### config.mk
export PLATFORM = sky130hd
export DESIGN_NAME = apb_timer_slave
export DESIGN_NICKNAME = d
export VERILOG_FILES = /design/src/rtl/apb_timer_slave.sv
export SDC_FILE = /design/constraint.sdc
export NUM_CORES = 1
export LEC_CHECK = 0
export CAP_MARGIN = 20
export CORE_MARGIN = 3
export CORE_UTILIZATION = 35
export DETAILED_ROUTE_END_ITERATION = 16
export PLACE_DENSITY = 0.62
export SYNTH_ARGS = -nofsm -noshare
export SYNTH_HDL_FRONTEND = slang
export SYNTH_SLANG_ARGS = --single-unit
### constraint.sdc
create_clock -name hclk -period 4.27 [get_ports hclk]
set_input_delay 0.6405 -clock hclk [delete_from_list [all_inputs] [get_ports hclk]]
set_output_delay 0.6405 -clock hclk [all_outputs]
set_load 0.01 [all_outputs]
### src/rtl/apb_timer_slave.sv
// apb_timer_slave: zero-wait-state APB peripheral with a prescaled 32-bit
// down-counter, optional auto-reload and a level interrupt.
//
// Handshake: a transfer is one setup cycle (psel=1, penable=0) followed by
// one access cycle (psel=1, penable=1). Reads capture prdata at the edge
// that ends the setup cycle. Writes commit at the edge that ends the access
// cycle, and only when the FSM is in SETUP, so each transfer commits once.
// penable seen outside SETUP is ignored.
module apb_timer_slave #(
   parameter int          PSC_W      = 8,
   parameter logic [31:0] RESET_LOAD = 32'hFFFF_FFFF
) (
   input  logic        hclk,
   input  logic        hreset,
   input  logic        psel,
   input  logic        penable,
   input  logic        pwrite,
   input  logic [31:0] paddr,
   input  logic [31:0] pwdata,
   output logic [31:0] prdata,
   output logic        irq,
   output logic [1:0]  dbg_state
);

   typedef enum logic [1:0] {
      ST_IDLE   = 2'd0,
      ST_SETUP  = 2'd1,
      ST_ACCESS = 2'd2
   } apb_state_t;

   localparam logic [1:0] A_CTRL  = 2'd0;
   localparam logic [1:0] A_LOAD  = 2'd1;
   localparam logic [1:0] A_COUNT = 2'd2;
   localparam logic [1:0] A_STAT  = 2'd3;

   apb_state_t       state, state_nxt;
   logic             wr_commit, rd_load;
   logic [1:0]       addr;
   logic             ctrl_en, ctrl_reload, ctrl_ie;
   logic [PSC_W-1:0] ctrl_psc;
   logic [PSC_W-1:0] pcnt;
   logic [31:0]      load_q, count_q;
   logic             exp_q;
   logic             tick, expire;
   logic             ctrl_wr, load_wr, stat_clr;
   logic [31:0]      rd_data;
   logic             unused_addr_bits;

   assign addr             = paddr[3:2];
   assign unused_addr_bits = ^{paddr[31:4], paddr[1:0]};
   assign dbg_state        = state;

   // APB state register
   always_ff @(posedge hclk or posedge hreset) begin
      if (hreset) state <= ST_IDLE;
      else        state <= state_nxt;
   end

   // APB next-state and transfer strobes
   always_comb begin
      state_nxt = state;
      wr_commit = 1'b0;
      rd_load   = psel & ~penable & ~pwrite;
      case (state)
         ST_IDLE: begin
            if (psel && !penable) state_nxt = ST_SETUP;
         end
         ST_SETUP: begin
            if (!psel) state_nxt = ST_IDLE;
            else if (penable) begin
               state_nxt = ST_ACCESS;
               wr_commit = pwrite;
            end
         end
         ST_ACCESS: begin
            if (psel && !penable) state_nxt = ST_SETUP;
            else                  state_nxt = ST_IDLE;
         end
         default: state_nxt = ST_IDLE;
      endcase
   end

   // a LOAD write restarts the count, so it suppresses any tick/expiry that edge
   assign ctrl_wr  = wr_commit & (addr == A_CTRL);
   assign load_wr  = wr_commit & (addr == A_LOAD);
   assign stat_clr = wr_commit & (addr == A_STAT) & pwdata[0];
   assign tick     = ctrl_en & (pcnt == ctrl_psc);
   assign expire   = tick & (count_q == 32'd0) & ~load_wr;
   assign irq      = exp_q & ctrl_ie;

   // control register; a CTRL write overrides the one-shot EN clear
   always_ff @(posedge hclk or posedge hreset) begin
      if (hreset) begin
         ctrl_en     <= 1'b0;
         ctrl_reload <= 1'b0;
         ctrl_ie     <= 1'b0;
         ctrl_psc    <= '0;
      end else if (ctrl_wr) begin
         ctrl_en     <= pwdata[0];
         ctrl_reload <= pwdata[1];
         ctrl_ie     <= pwdata[2];
         ctrl_psc    <= pwdata[4 +: PSC_W];
      end else if (expire && !ctrl_reload) begin
         ctrl_en     <= 1'b0;
      end
   end

   // reload value
   always_ff @(posedge hclk or posedge hreset) begin
      if (hreset)       load_q <= RESET_LOAD;
      else if (load_wr) load_q <= pwdata;
   end

   // prescaler: held at 0 while disabled, wraps to 0 on every tick
   always_ff @(posedge hclk or posedge hreset) begin
      if (hreset)                          pcnt <= '0;
      else if (!ctrl_en || load_wr || tick) pcnt <= '0;
      else                                 pcnt <= pcnt + 1'b1;
   end

   // down-counter with restart on LOAD write and optional reload on expiry
   always_ff @(posedge hclk or posedge hreset) begin
      if (hreset)                count_q <= 32'd0;
      else if (load_wr)          count_q <= pwdata;
      else if (tick) begin
         if (count_q != 32'd0)   count_q <= count_q - 32'd1;
         else if (ctrl_reload)   count_q <= load_q;
      end
   end

   // expiry flag; a set in the same cycle as a W1C wins
   always_ff @(posedge hclk or posedge hreset) begin
      if (hreset)        exp_q <= 1'b0;
      else if (expire)   exp_q <= 1'b1;
      else if (stat_clr) exp_q <= 1'b0;
   end

   // read mux, unmapped bits are zero
   always_comb begin
      rd_data = 32'd0;
      case (addr)
         A_CTRL:  rd_data = {{(28 - PSC_W){1'b0}}, ctrl_psc, 1'b0,
                             ctrl_ie, ctrl_reload, ctrl_en};
         A_LOAD:  rd_data = load_q;
         A_COUNT: rd_data = count_q;
         A_STAT:  rd_data = {31'd0, exp_q};
         default: rd_data = 32'd0;
      endcase
   end

   // read data captured at the end of the setup phase and held until the next one
   always_ff @(posedge hclk or posedge hreset) begin
      if (hreset)       prdata <= 32'd0;
      else if (rd_load) prdata <= rd_data;
   end

endmodule

# After elaboration in Yosys (flattened, before gate mapping)
# Index checks and enable logic that the tools add are counted.
[word_totals] register_bits=118 inputBits=69 out_inout_bits=35 elab_cells=68
[op_classes] addsub=2 n_eq_ne=8 muxes=18 bitwise=13 n_reduce_logical=17
[op_table] operator="$mux W32" count=4
[op_table] operator="$pmux W32 S4" count=1
[op_table] operator="$logic_not A32 Y1" count=1
[op_table] operator="$reduce_bool A32 Y1" count=1
[op_table] operator="$sub A32 B1 Y32 const B" count=1
[op_table] operator="$and A1 B1 Y1" count=10
[op_table] operator="$add A8 B1 Y8 const B" count=1
[op_table] operator="$eq A8 B8 Y1" count=1
[op_table] operator="$mux W1" count=8
[op_table] operator="$mux W8" count=1
[op_table] operator="$eq A2 B2 Y1 const B" count=3
[op_table] operator="$mux W2" count=3
[op_table] operator="$pmux W2 S3" count=1
[op_table] operator="$reduce_bool A2 Y1" count=3
[op_table] operator="$eq A2 B1 Y1 const B" count=2
[op_table] operator="$logic_not A2 Y1" count=2
[op_table] operator="$reduce_and A2 Y1" count=2
[op_table] operator="$logic_not A1 Y1" count=3
[op_table] operator="$ne A3 B3 Y1 const B" count=1
[op_table] operator="$not A1 Y1" count=3
[op_table] operator="$reduce_bool A3 Y1" count=1
[op_table] operator="$logic_and A1 B1 Y1" count=2
[op_table] operator="$logic_or A1 B1 Y1" count=2
[op_table] operator="$ne A2 B2 Y1 const B" count=1

# Logic depth before layout (Yosys ltp)
# Gate-level depths: netlist (run 1).
[logic_depth] depth_word=9 depth_mapped=10

# Least setup slack after synthesis (run 1)
# No wires, ideal clock.
[synth_timing] path_type="register to register" startpoint="register count_q[22]" endpoint="register count_q[18]" setup_ns=0.133 arrival_ns=2.874 required_time_ns=4.137 setup_slack_ns=1.263 path_stages_with_launch=11 path_buffers=4 cell_sequence="dfrtp_1 > or4_1 > buf_2 > or4_4 > buf_6 > or4_4 > buf_6 > buf_6 > or3_1 > o221ai_2 > a2bb2oi_2"
[synth_between] elab_chain_cells=4 elab_cells_between_ends=6 cone_classes="mux: 3; reduce/logical: 3"
[synth_rtl] element="start: declaration" line_no="42" source="logic [31:0] load_q, count_q;"
[synth_rtl] element="start signal: assignment" line_no="124" source="else if (load_wr) count_q <= pwdata;"
[synth_rtl] element="start signal: assignment" line_no="126" source="if (count_q != 32'd0) count_q <= count_q - 32'd1;"
[synth_rtl] element="start signal: assignment" line_no="127" source="else if (ctrl_reload) count_q <= load_q;"
[synth_rtl] element="$reduce_bool A32 Y1 *" line_no="126"
[synth_rtl] element="$mux W32" line_no="126"
[synth_rtl] element="$mux W32" line_no="125" source="else if (tick) begin"
[synth_rtl] element="$mux W32" line_no="124"
# Every way passes the cells marked *; elsewhere a longest branch is shown, timed or not. The select of a mux whose other input is x is not followed.
# A chain may end at the register's enable or synchronous reset.

# Final worst setup path (run 1)
[layout_timing] startpoint="register count_q[4]" endpoint="register count_q[10]"
[layout_between] elab_chain_cells=4 elab_cells_between_ends=7 cone_classes="add/sub: 1; mux: 3; reduce/logical: 3"
[layout_rtl] element="$sub A32 B1 Y32 / $reduce_bool A32 Y1 (equally long branches)" line_no="126"
[layout_rtl] element="$mux W32" line_no="126"
[layout_rtl] element="$mux W32" line_no="125"
[layout_rtl] element="$mux W32" line_no="124"
# Several ways; a longest one is shown, not always the timed one. The select of a mux whose other input is x is not followed.

==> flow_summary_export.csv, run 1 <==
group,metric,value,unit
outcome,status,"finished, final reports clean",
power_and_ir_drop,p_leak,3.14,nW
cts,ctsRootBufferMaster,"clkbuf_16",
floorplan,dieHeight,139,microns
layout,area_growth,25.1,%
sta,finalHoldViolCount,0,
logic_synthesis,syn-mean-instance-area,8.98,sq um
floorplan,coreArea,17400,sq um
logic_synthesis,synth_warnings,0,
logic_synthesis,ys_seq_area_frac,0.482,
cts,hold_buffers,0,
detailed_routing,antenna_left,0,
cts,cts_sinks,118,
detailed_routing,drt-pass1-iter-count,5,
power_and_ir_drop,power_frac_seq,0.409,
placement,gp_congestion,0.856,
logic_synthesis,synth-seq-cells,118,
grt,grt_usage,0.185,
cts,numCtsBuffers,17,
floorplan,core.rowCount,48,
power_and_ir_drop,ir_worst_vdd,0.245,mV
cts,clk_latency,0.41,ns
power_and_ir_drop,power.density,467,nW/um^2
detailed_routing,wirelength,17.7,mm
hold_path,hold_class,"reg2reg",
sta,final-max-slew-violation-count,0,
cts,post_cts_resized,0,
worst_setup_path,arrival,3.71,ns
sta,fmax,291,MHz
cts,clk_pin_slew,0.06,ns
layout,fin_cells,992,
placement,io_buffers,73,
sta,worst_pin_slew,0.916,ns
detailed_routing,vias,5413,
cts,post_cts_buffers,0,
layout,nNetsFinal,826,
worst_setup_path,end_kind,"register",
sta,fin_hold_ws,0.461,ns
grt,grt_max_degree,73,
logic_synthesis,async_reset_ff_frac,1.00,
worst_setup_path,critPathRequiredTime,4.54,ns
logic_synthesis,synth-edff-count,0,
power_and_ir_drop,internal-power,0.00263,W
logic_synthesis,yosysUniqueCellTypes,57,
logic_synthesis,synth_flop_cell,"dfrtp_1",
sta,max_slew_margin,0.389,
sta,fin_skew,0.00756,ns
detailed_routing,wl_per_cell,17.8,microns
layout,drive_above_1_share,0.138,
sta,rsz0062_at_grt,"no",
cts,clockBufferDepth,2,
logic_synthesis,syn_area,6210,sq um
floorplan,die_area,19400,sq um
sta,period_minus_slack,3.44,ns
floorplan,start_util,0.358,
job,maxCapViolations,0,
floorplan,floorplan.die.width,139,microns
grt,grt_pass1_wl,28.9,mm
worst_setup_path,critical_path_class,"reg2reg",
worst_setup_path,crit_fanout,25,
detailed_routing,route.detailed.drc,0,
cts,cts_tree,"built",
layout,nFillCells,1679,
logic_synthesis,syn-num-nets,764,
detailed_routing,avgViaCountPerCell,5.46,
power_and_ir_drop,netSwitchingPower,0.00100,W
grt,grt_antenna_before_repair,0,
placement,place_hpwl,12.2,mm
sta,final.period_utilization,0.806,
sta,setup_tns,0,ns
power_and_ir_drop,p_comb_frac,0.176,
worst_setup_path,worstSetupStartpointType,"register",
power_and_ir_drop,swShare,0.275,
grt,grt.overflow.total,0,
layout,diodes,0,
detailed_routing,drt_iter0_drc,648,
sta,finalSetupViolCount,0,
grt,first_global_vias,5274,
logic_synthesis,synthCells,692,
floorplan,num_io_pins,104,
placement,numPlacedInstances,960,
cts,ctsHtreeMaxLevel,4,
power_and_ir_drop,clkPwrFrac,0.415,
[final timing paths]
path | end | slack (ns) | cells past startpoint | from
worst max-delay path | count_q[10] | 0.83 | 6 | count_q[4]
worst min-delay path | dbg_state[0] | 0.46 | 1 | dbg_state[0]
worst max register to register | count_q[10] | 0.83 | 6 | count_q[4]
worst min register to register | dbg_state[0] | 0.46 | 1 | dbg_state[0]
max in group asynchronous | load_q[5] | 2.57 | 3 | hreset
min in group asynchronous | prdata[6] | 0.77 | 2 | hreset
[layer usage]
metal	track usage	wire (microns)	up-vias
met2	0.274	7960	192
met4	0.0582	273	0
li1	-	-	2598
met3	0.0405	1220	23
met5	0	0	-
met1	0.270	8250	2600
[power groups by stage]
stage	logic, W	clock network (W)	registers (W)
floorplan	0.000375	0	0.00146
global placement	0.000627	0	0.00150
detailed placement	0.000639	0	0.00150
CTS	0.000643	0.00153	0.00148
global route	0.000705	0.00158	0.00152
finish	0.000638	0.00151	0.00149
[per-stage QoR]
stage	util	total power [W]	setup WS [ns]	cell area (sq um)
floorplan	-	0.00184	0.553	6210
global placement	0.413	0.00212	0.928	7160
detailed placement	0.413	0.00214	0.901	7160
CTS	0.448	0.00365	0.884	7780
global route	0.448	0.00380	0.626	7780
finish	0.448	0.00363	0.829	7780
[worst max-delay path: stages (launching register included)]
cell       delay [ns]
dfrtp_1          0.46
nor4_2           0.60
nand4_1          0.53
or4_4            0.87
nand2_1          0.44
o21ai_0          0.22
o2bb2ai_1        0.17
[logic make-up (layout without fill, tap and decap cells)]
group,count (synthesis),count (layout),share of synthesized area
AND/OR/NAND/NOR,295,295,0.219
multiplexers,32,32,0.0564
AO/OA/AOI/OAI,169,169,0.171
buffers and inverters,56,131,0.0393
flip-flops,118,118,0.482
XOR/XNOR,19,19,0.0268
adder cells (fa/ha/maj),3,3,0.00604
[flip-flops by register name, summed over array words and instances, names as in the netlist]
register and flops:
prdata 32, ctrl_reload 1, pcnt 8, dbg_state 2, ctrl_psc 8, load_q 32, exp_q 1, ctrl_en 1
count_q 32, ctrl_ie 1
[cells in the final DEF (no fill, tap or decap), drive strengths merged, types with 5 or more instances in the layout]
master and n:
nand3 18, nor4 15, a31oi 14, a21oi 57
o21ai 39, buf 15, or4 11, or3 7
xnor2 15, mux2 14, nand2 116, dfstp 32
nor3 20, clkbuf 22, and3 8, nor2 79
clkdlybuf4s50 73, nand4 7, o211ai 5, mux2i 17
a22oi 23, inv 11, clkinv 5, dfrtp 86
[layout make-up]
type                       count  area [sq um]  area share
multi-input combinational    518          3000       0.386
sequential                   118          2990       0.385
timing repair buffer          88           843       0.108
clock buffer                  22           464      0.0597
tap                          225           282      0.0362
clock inverter                10           153      0.0196
inverter                      11          43.8     0.00563
[synthesized netlist by cell type, drive strengths merged (3+ instances only)]
master	instances	share of area
o311ai	3	0.0042
a221oi	4	0.0056
nand4	7	0.0070
inv	11	0.0066
xnor2	15	0.021
nand2	116	0.070
a21oi	57	0.047
ha	3	0.0060
mux2i	17	0.027
o2bb2ai	4	0.0056
nor4	15	0.019
a22oi	23	0.028
buf	11	0.012
o211ai	5	0.0060
a31oi	14	0.014
nand2b	4	0.0040
or4	11	0.014
nor3	20	0.016
clkbuf	34	0.021
mux2	14	0.025
nand3	18	0.014
xor2	4	0.0056
dfstp	32	0.14
or3	7	0.0070
o21ai	39	0.032
dfrtp	86	0.35
nor2	79	0.048
and3	8	0.0081
Power figures use the tool's default switching activity.
==> run 2: changes to the inputs <==
==> constraint.sdc (replaced) <==
create_clock -name hclk -period 3.45 [get_ports hclk]
set_input_delay 0.5175 -clock hclk [delete_from_list [all_inputs] [get_ports hclk]]
set_output_delay 0.5175 -clock hclk [all_outputs]
set_load 0.01 [all_outputs]
==> run 2 against run 1 <==
Effect of this change:
- via count rose by 1.3%
- non-clock buffer count rose by 12
- highest routed layer unchanged
- largest power group unchanged
- clock skew rose by 0.00097 ns
- sequential share of layout area fell by 0.87 points
- combinational power rose by 26%
- cell count rose by 1.2%
- sequential cell count did not move
- design area rose by 2.3%
==> flow_summary_export.csv, run 2 (same netlist as run 1, synthesis figures left out) <==
group,metric,value,unit
hold_path,hold-path-endpoint,"load_q[23]",
placement,place_hpwl,12.3,mm
detailed_routing,drt_iter0_drc,523,
worst_setup_path,arrival,3.48,ns
power_and_ir_drop,netSwitchingPower,0.00126,W
layout,top_regs,"count_q (32), load_q (32), prdata (32)",
sta,setup_tns,0,ns
detailed_routing,route.detailed.drc,0,
floorplan,core.rowCount,48,
layout,diodes,0,
grt,grt.overflow.total,0,
worst_setup_path,worstSetupStartpointType,"register",
worst_setup_path,cp_common_cell,"or4_4",
detailed_routing,drt-pass1-iter-count,5,
worst_setup_path,r2r_cells,7,
detailed_routing,wirelength,17.7,mm
sta,finalHoldViolCount,0,
worst_setup_path,reg2reg_slack,0.26,ns
layout,drive_above_1_share,0.155,
sta,rsz0062_at_grt,"no",
floorplan,start_util,0.358,
power_and_ir_drop,ir_worst_vdd,0.302,mV
cts,ctsRootBufferMaster,"clkbuf_16",
cts,cts_tree,"built",
worst_setup_path,end_kind,"register",
sta,fmax,313,MHz
detailed_routing,vias,5485,
grt,grt_antenna_before_repair,0,
layout,fin_area,7960,sq um
grt,grt_max_degree,119,
power_and_ir_drop,internal-power,0.00346,W
detailed_routing,wl_per_cell,17.6,microns
hold_path,hold_class,"reg2reg",
sta,final-max-slew-violation-count,0,
power_and_ir_drop,power.density,593,nW/um^2
worst_setup_path,max_stage_delay,0.70,ns
job,maxCapViolations,0,
grt,grt_usage,0.187,
power_and_ir_drop,p_leak,3.23,nW
placement,io_buffers,73,
cts,ctsHtreeMaxLevel,4,
power_and_ir_drop,p_total,0.00472,W
floorplan,num_io_pins,104,
outcome,status,"finished, final reports clean",
grt,grt_pass1_wl,29.5,mm
sta,worst_pin_slew,0.683,ns
floorplan,coreArea,17400,sq um
worst_setup_path,path_cells,"or4_1 -> or4_4 -> or4_4 -> nand2_1 -> buf_4 -> o21ai_0 -> o2bb2ai_1",
sta,fin_skew,0.00853,ns
floorplan,die_area,19400,sq um
sta,fin_hold_ws,0.468,ns
cts,numCtsBuffers,17,
worst_setup_path,critPathRequiredTime,3.74,ns
detailed_routing,antenna_left,0,
cts,post_cts_resized,0,
detailed_routing,avgViaCountPerCell,5.46,
layout,nFillCells,1678,
worst_setup_path,critPathTopFamily,"simple AND/OR/NAND/NOR gates",
floorplan,floorplan.die.width,139,microns
grt,first_global_vias,5392,
layout,area_growth,28.0,%
cts,clockBufferDepth,2,
power_and_ir_drop,swShare,0.267,
power_and_ir_drop,clkPwrFrac,0.441,
power_and_ir_drop,p_comb_frac,0.170,
worst_setup_path,critical_path_class,"reg2reg",
hold_path,min_path_cells,2,
sta,finalSetupViolCount,0,
worst_setup_path,crit_fanout,19,
layout,nNetsFinal,838,
sta,period_minus_slack,3.19,ns
worst_setup_path,rr_startpoint,"count_q[22]",
layout,final_util,0.458,
worst_setup_path,r2r_end,"count_q[5]",
cts,hold_buffers,0,
layout,final_common_cell,"nand2_1",
cts,clk_latency,0.41,ns
layout,final_cell_mix,"nand2_1 (116), dfrtp_1 (86), nor2_1 (78)",
sta,final.period_utilization,0.925,
worst_setup_path,cp_num_buf_inv,1,
hold_path,hp-start,"load_q[23]",
floorplan,dieHeight,139,microns
cts,cts_sinks,118,
sta,max_slew_margin,0.540,
cts,clk_pin_slew,0.06,ns
cts,post_cts_buffers,0,
placement,placed_area,7260,sq um
worst_setup_path,cp_slowest_cell,"or4_4",
power_and_ir_drop,power_frac_seq,0.389,
placement,gp_congestion,0.866,
## run 2: changes by cell type in the layout (fill, tap and decap cells not counted), sizes merged
cell / previous run / this run
clkinv: 5 / 2
bufinv: 4 / 6
clkbuf: 22 / 21
clkinvlp: 1 / 3
buf: 15 / 27
## run 2: per-stage QoR
| step | setup slack, ns | std cells |
|---|---|---|
| after global placement | 0.303 | 972 |
| after detailed placement | 0.276 | 972 |
| after global routing | 0.123 | 1004 |
| after CTS | 0.274 | 1004 |
| after floorplan | 0.443 | 692 |
| final | 0.260 | 1004 |
## run 2: per-layer routing
metal	global-route usage	vias to the layer above	part of all wire
li1	-	2628	-
met1	0.276	2666	0.46
met2	0.285	172	0.46
met3	0.0368	19	0.064
met4	0.0458	0	0.012
met5	0	-	0
## run 2: worst register-to-register path, stage by stage (launching register included)
cell,delay [ns]
dfrtp_1,0.44
or4_1,0.63
or4_4,0.60
or4_4,0.70
nand2_1,0.26
buf_4,0.20
o21ai_0,0.10
o2bb2ai_1,0.14
## run 2: power groups by stage
stage          clock [W]  sequential [W]  combinational, W
3_5_place_dp           0         0.00185          0.000799
3_3_place_gp           0         0.00185          0.000789
6_report         0.00208         0.00184          0.000804
5_1_grt          0.00218         0.00187          0.000896
4_1_cts          0.00211         0.00183          0.000811
2_1_floorplan          0         0.00181          0.000465
## run 2: how the worst max path moves through the flow
stage | start | to | slack (ns) | depth (start not counted)
global placement | count_q[22] | count_q[5] | 0.30 | 7
floorplan | count_q[22] | count_q[18] | 0.44 | 10
finish | count_q[22] | count_q[5] | 0.26 | 7
CTS | count_q[22] | count_q[5] | 0.27 | 7
global route | count_q[22] | count_q[5] | 0.12 | 7
detailed placement | count_q[22] | count_q[5] | 0.28 | 7
## run 2: area by class of cell
class | count | area, sq um | share of cell area
sequential | 118 | 2990 | 0.376
inverter | 11 | 45.0 | 0.00566
clock buffer | 21 | 480 | 0.0604
clock inverter | 11 | 218 | 0.0274
tap | 225 | 282 | 0.0354
multi-input combinational | 518 | 2990 | 0.376
timing repair buffer | 100 | 946 | 0.119
==> run 3: changes to the inputs <==
--- a/config.mk
+++ b/config.mk
@@ -5,10 +5,13 @@
 export SDC_FILE = /design/constraint.sdc
 export NUM_CORES = 1
 export LEC_CHECK = 0
+export ABC_AREA = 1
 export CAP_MARGIN = 20
 export CORE_MARGIN = 3
 export CORE_UTILIZATION = 35
+export CTS_CLUSTER_DIAMETER = 80
 export DETAILED_ROUTE_END_ITERATION = 16
+export GPL_ROUTABILITY_DRIVEN = 0
 export PLACE_DENSITY = 0.62
 export SYNTH_ARGS = -nofsm -noshare
 export SYNTH_HDL_FRONTEND = slang
==> run 3 against run 2 <==
Effect of this change:
- combinational power rose by 21%
- non-clock buffer count fell by 12
- die area is 7.3% higher
- clock-buffer cell count grew 1
- critical path depth is 4 higher
- fmax rose by 28%
==> flow_summary_export.csv, run 3 <==
group,metric,value,unit
outcome,status,"finished, final reports clean",
sta,max_slew_margin,0.624,
detailed_routing,wl_per_cell,15.1,microns
sta,period_minus_slack,2.50,ns
layout,fin_cells,1256,
worst_setup_path,reg2reg_slack,1.13,ns
detailed_routing,drt-pass1-iter-count,5,
detailed_routing,vias,6269,
detailed_routing,antenna_left,0,
layout,nNetsFinal,1086,
grt,grt_antenna_before_repair,0,
power_and_ir_drop,swShare,0.284,
logic_synthesis,yosysUniqueCellTypes,36,
logic_synthesis,syn-mean-instance-area,7.12,sq um
sta,finalSetupViolCount,0,
worst_setup_path,rr_startpoint,"count_q[0]",
floorplan,start_util,0.364,
logic_synthesis,synthCells,939,
power_and_ir_drop,p_total,0.00479,W
cts,cts_tree,"built",
power_and_ir_drop,power.density,575,nW/um^2
layout,final_common_cell,"nand2_1",
layout,top_regs,"count_q (32), load_q (32), prdata (32)",
logic_synthesis,synth_warnings,0,
power_and_ir_drop,clkPwrFrac,0.421,
grt,first_global_vias,6041,
sta,setup_tns,0,ns
detailed_routing,avgViaCountPerCell,4.99,
logic_synthesis,ys_seq_area_frac,0.448,
sta,finalHoldViolCount,0,
detailed_routing,drt_iter0_drc,565,
logic_synthesis,syn-num-nets,1011,
placement,place_hpwl,13.6,mm
layout,diodes,0,
logic_synthesis,synth-seq-cells,118,
logic_synthesis,synth_top_area_share,0.322,
floorplan,core.rowCount,49,
power_and_ir_drop,netSwitchingPower,0.00136,W
cts,post_cts_resized,0,
cts,hold_buffers,0,
logic_synthesis,synth-compound-area-share,0.129,
logic_synthesis,synth-edff-count,0,
sta,fin_hold_ws,0.469,ns
hold_path,hold_class,"reg2reg",
cts,post_cts_buffers,0,
logic_synthesis,synth_area_leaders,"dfrtp_1 (32%), nand2_1 (17%), dfstp_2 (13%), inv_1 (6.3%), nor2_1 (5.7%)",
floorplan,num_io_pins,104,
logic_synthesis,synth_most_common_cell,"nand2_1",
logic_synthesis,synth-simple-area-share,0.307,
power_and_ir_drop,power_frac_seq,0.376,
sta,fin_skew,0.00869,ns
logic_synthesis,synth_flop_cell,"dfrtp_1",
logic_synthesis,synthAdderAreaFrac,0.00561,
logic_synthesis,async_reset_ff_frac,1.00,
sta,fmax,400,MHz
logic_synthesis,yosysTopAreaCell,"dfrtp_1",
floorplan,die_area,20800,sq um
cts,cts_sinks,118,
detailed_routing,wirelength,19.0,mm
worst_setup_path,r2r_end,"count_q[7]",
worst_setup_path,critPathLaunch,"paddr[2]",
logic_synthesis,syn_area,6690,sq um
cts,numCtsBuffers,17,
layout,fin_area,8340,sq um
placement,placed_area,7680,sq um
cts,clockBufferDepth,2,
placement,numPlacedInstances,1224,
logic_synthesis,synth_mux_area_frac,0,
power_and_ir_drop,internal-power,0.00343,W
worst_setup_path,arrival,2.86,ns
layout,drive_above_1_share,0.0906,
layout,final_cell_mix,"nand2_1 (303), inv_1 (112), nor2_1 (101)",
cts,clk_pin_slew,0.05,ns
sta,final.period_utilization,0.724,
logic_synthesis,synth_commonest_cells,"nand2_1 (303), inv_1 (113), nor2_1 (102)",
layout,area_growth,24.8,%
cts,ctsRootBufferMaster,"clkbuf_16",
floorplan,coreArea,18400,sq um
worst_setup_path,critPathRequiredTime,3.81,ns
floorplan,dieHeight,144,microns
logic_synthesis,synth_xor_area_frac,0.0210,
grt,grt.overflow.total,0,
logic_synthesis,synth_top_family_by_area,"simple AND/OR/NAND/NOR gates",
floorplan,floorplan.die.width,144,microns
worst_setup_path,critical_path_class,"in2reg",
placement,io_buffers,73,
sta,rsz0062_at_grt,"no",
grt,grt_pass1_wl,31.4,mm
sta,final-max-slew-violation-count,0,
worst_setup_path,r2r_cells,12,
cts,ctsHtreeMaxLevel,4,
cts,clk_latency,0.42,ns
job,maxCapViolations,0,
grt,grt_max_degree,74,
worst_setup_path,worstSetupStartpointType,"input port",
power_and_ir_drop,ir_worst_vdd,0.356,mV
detailed_routing,route.detailed.drc,0,
sta,worst_pin_slew,0.563,ns
worst_setup_path,crit_end,"count_q[0]",
worst_setup_path,crit_fanout,33,
grt,grt_usage,0.192,
power_and_ir_drop,p_comb_frac,0.203,
worst_setup_path,end_kind,"register",
power_and_ir_drop,p_leak,4.14,nW
==> run 3: changes by cell type in the layout (fill, tap and decap cells not counted), sizes merged, moves of 15 or more <==
cell   previous run  this run
a22oi            23         0
inv              11       117
mux2i            17         0
nand2           116       306
nand3            18        66
nor2             79       108
nor3             20         4
o21ai            39        63
o22ai             1        23
xnor2            15         0
==> run 3: worst min-delay path by stage <==
stage | startpoint | to | slack (ns) | cells past startpoint
detailed placement | count_q[1] | count_q[1] | 0.47 | 2
CTS | dbg_state[0] | dbg_state[0] | 0.48 | 1
floorplan | count_q[0] | count_q[0] | 0.45 | 2
global placement | dbg_state[0] | dbg_state[0] | 0.46 | 1
global route | prdata[18] | prdata[18] | 0.49 | 2
finish | dbg_state[0] | dbg_state[0] | 0.47 | 1
==> run 3: layer usage <==
metal,share of wire,up-vias,global-route usage
met5,0,-,0
met4,0.014,0,0.0569
met3,0.063,21,0.0400
met2,0.43,188,0.287
met1,0.49,2918,0.280
li1,-,3142,-
==> run 3: logic make-up (layout without fill, tap and decap cells) <==
kind of cell,count (synthesis),after routing
xor+xnor,16,16
fa+ha+maj,3,3
flops,118,118
simple gates,497,497
compound gates,155,155
buf+inv,150,238
==> run 3: critical path, stage by stage <==
cell and delay [ns]:
clkdlybuf4s50_1 0.57, inv_2 0.15, nor2_8 0.21, inv_2 0.10
nor2_8 0.11, inv_2 0.12, nand2_2 0.30, nand2_4 0.30
inv_4 0.29, nand2_1 0.09, nand2_1 0.06
==> run 3: cell type report <==
| cell class | count | area (sq um) |
|---|---|---|
| Sequential cell | 118 | 2990 |
| Clock inverter | 10 | 200 |
| Timing Repair Buffer | 88 | 856 |
| Fill cell | 1908 | 10000 |
| Clock buffer | 22 | 464 |
| Tap cell | 229 | 287 |
| Multi-Input combinational cell | 671 | 3100 |
| Inverter | 118 | 449 |
==> run 3: metrics by stage <==
step	util	setup WS, ns
after floorplan	-	1.52
after global placement	0.418	0.581
after detailed placement	0.418	0.540
after CTS	0.454	0.962
after global routing	0.454	0.739
final	0.454	0.951
==> run 3: power by group through the flow <==
stage | clock (W) | combinational [W] | sequential, W
floorplan | 0 | 0.000595 | 0.00181
global placement | 0 | 0.000957 | 0.00182
detailed placement | 0 | 0.000969 | 0.00182
CTS | 0.00205 | 0.000977 | 0.00180
global route | 0.00211 | 0.00111 | 0.00183
finish | 0.00202 | 0.000975 | 0.00180
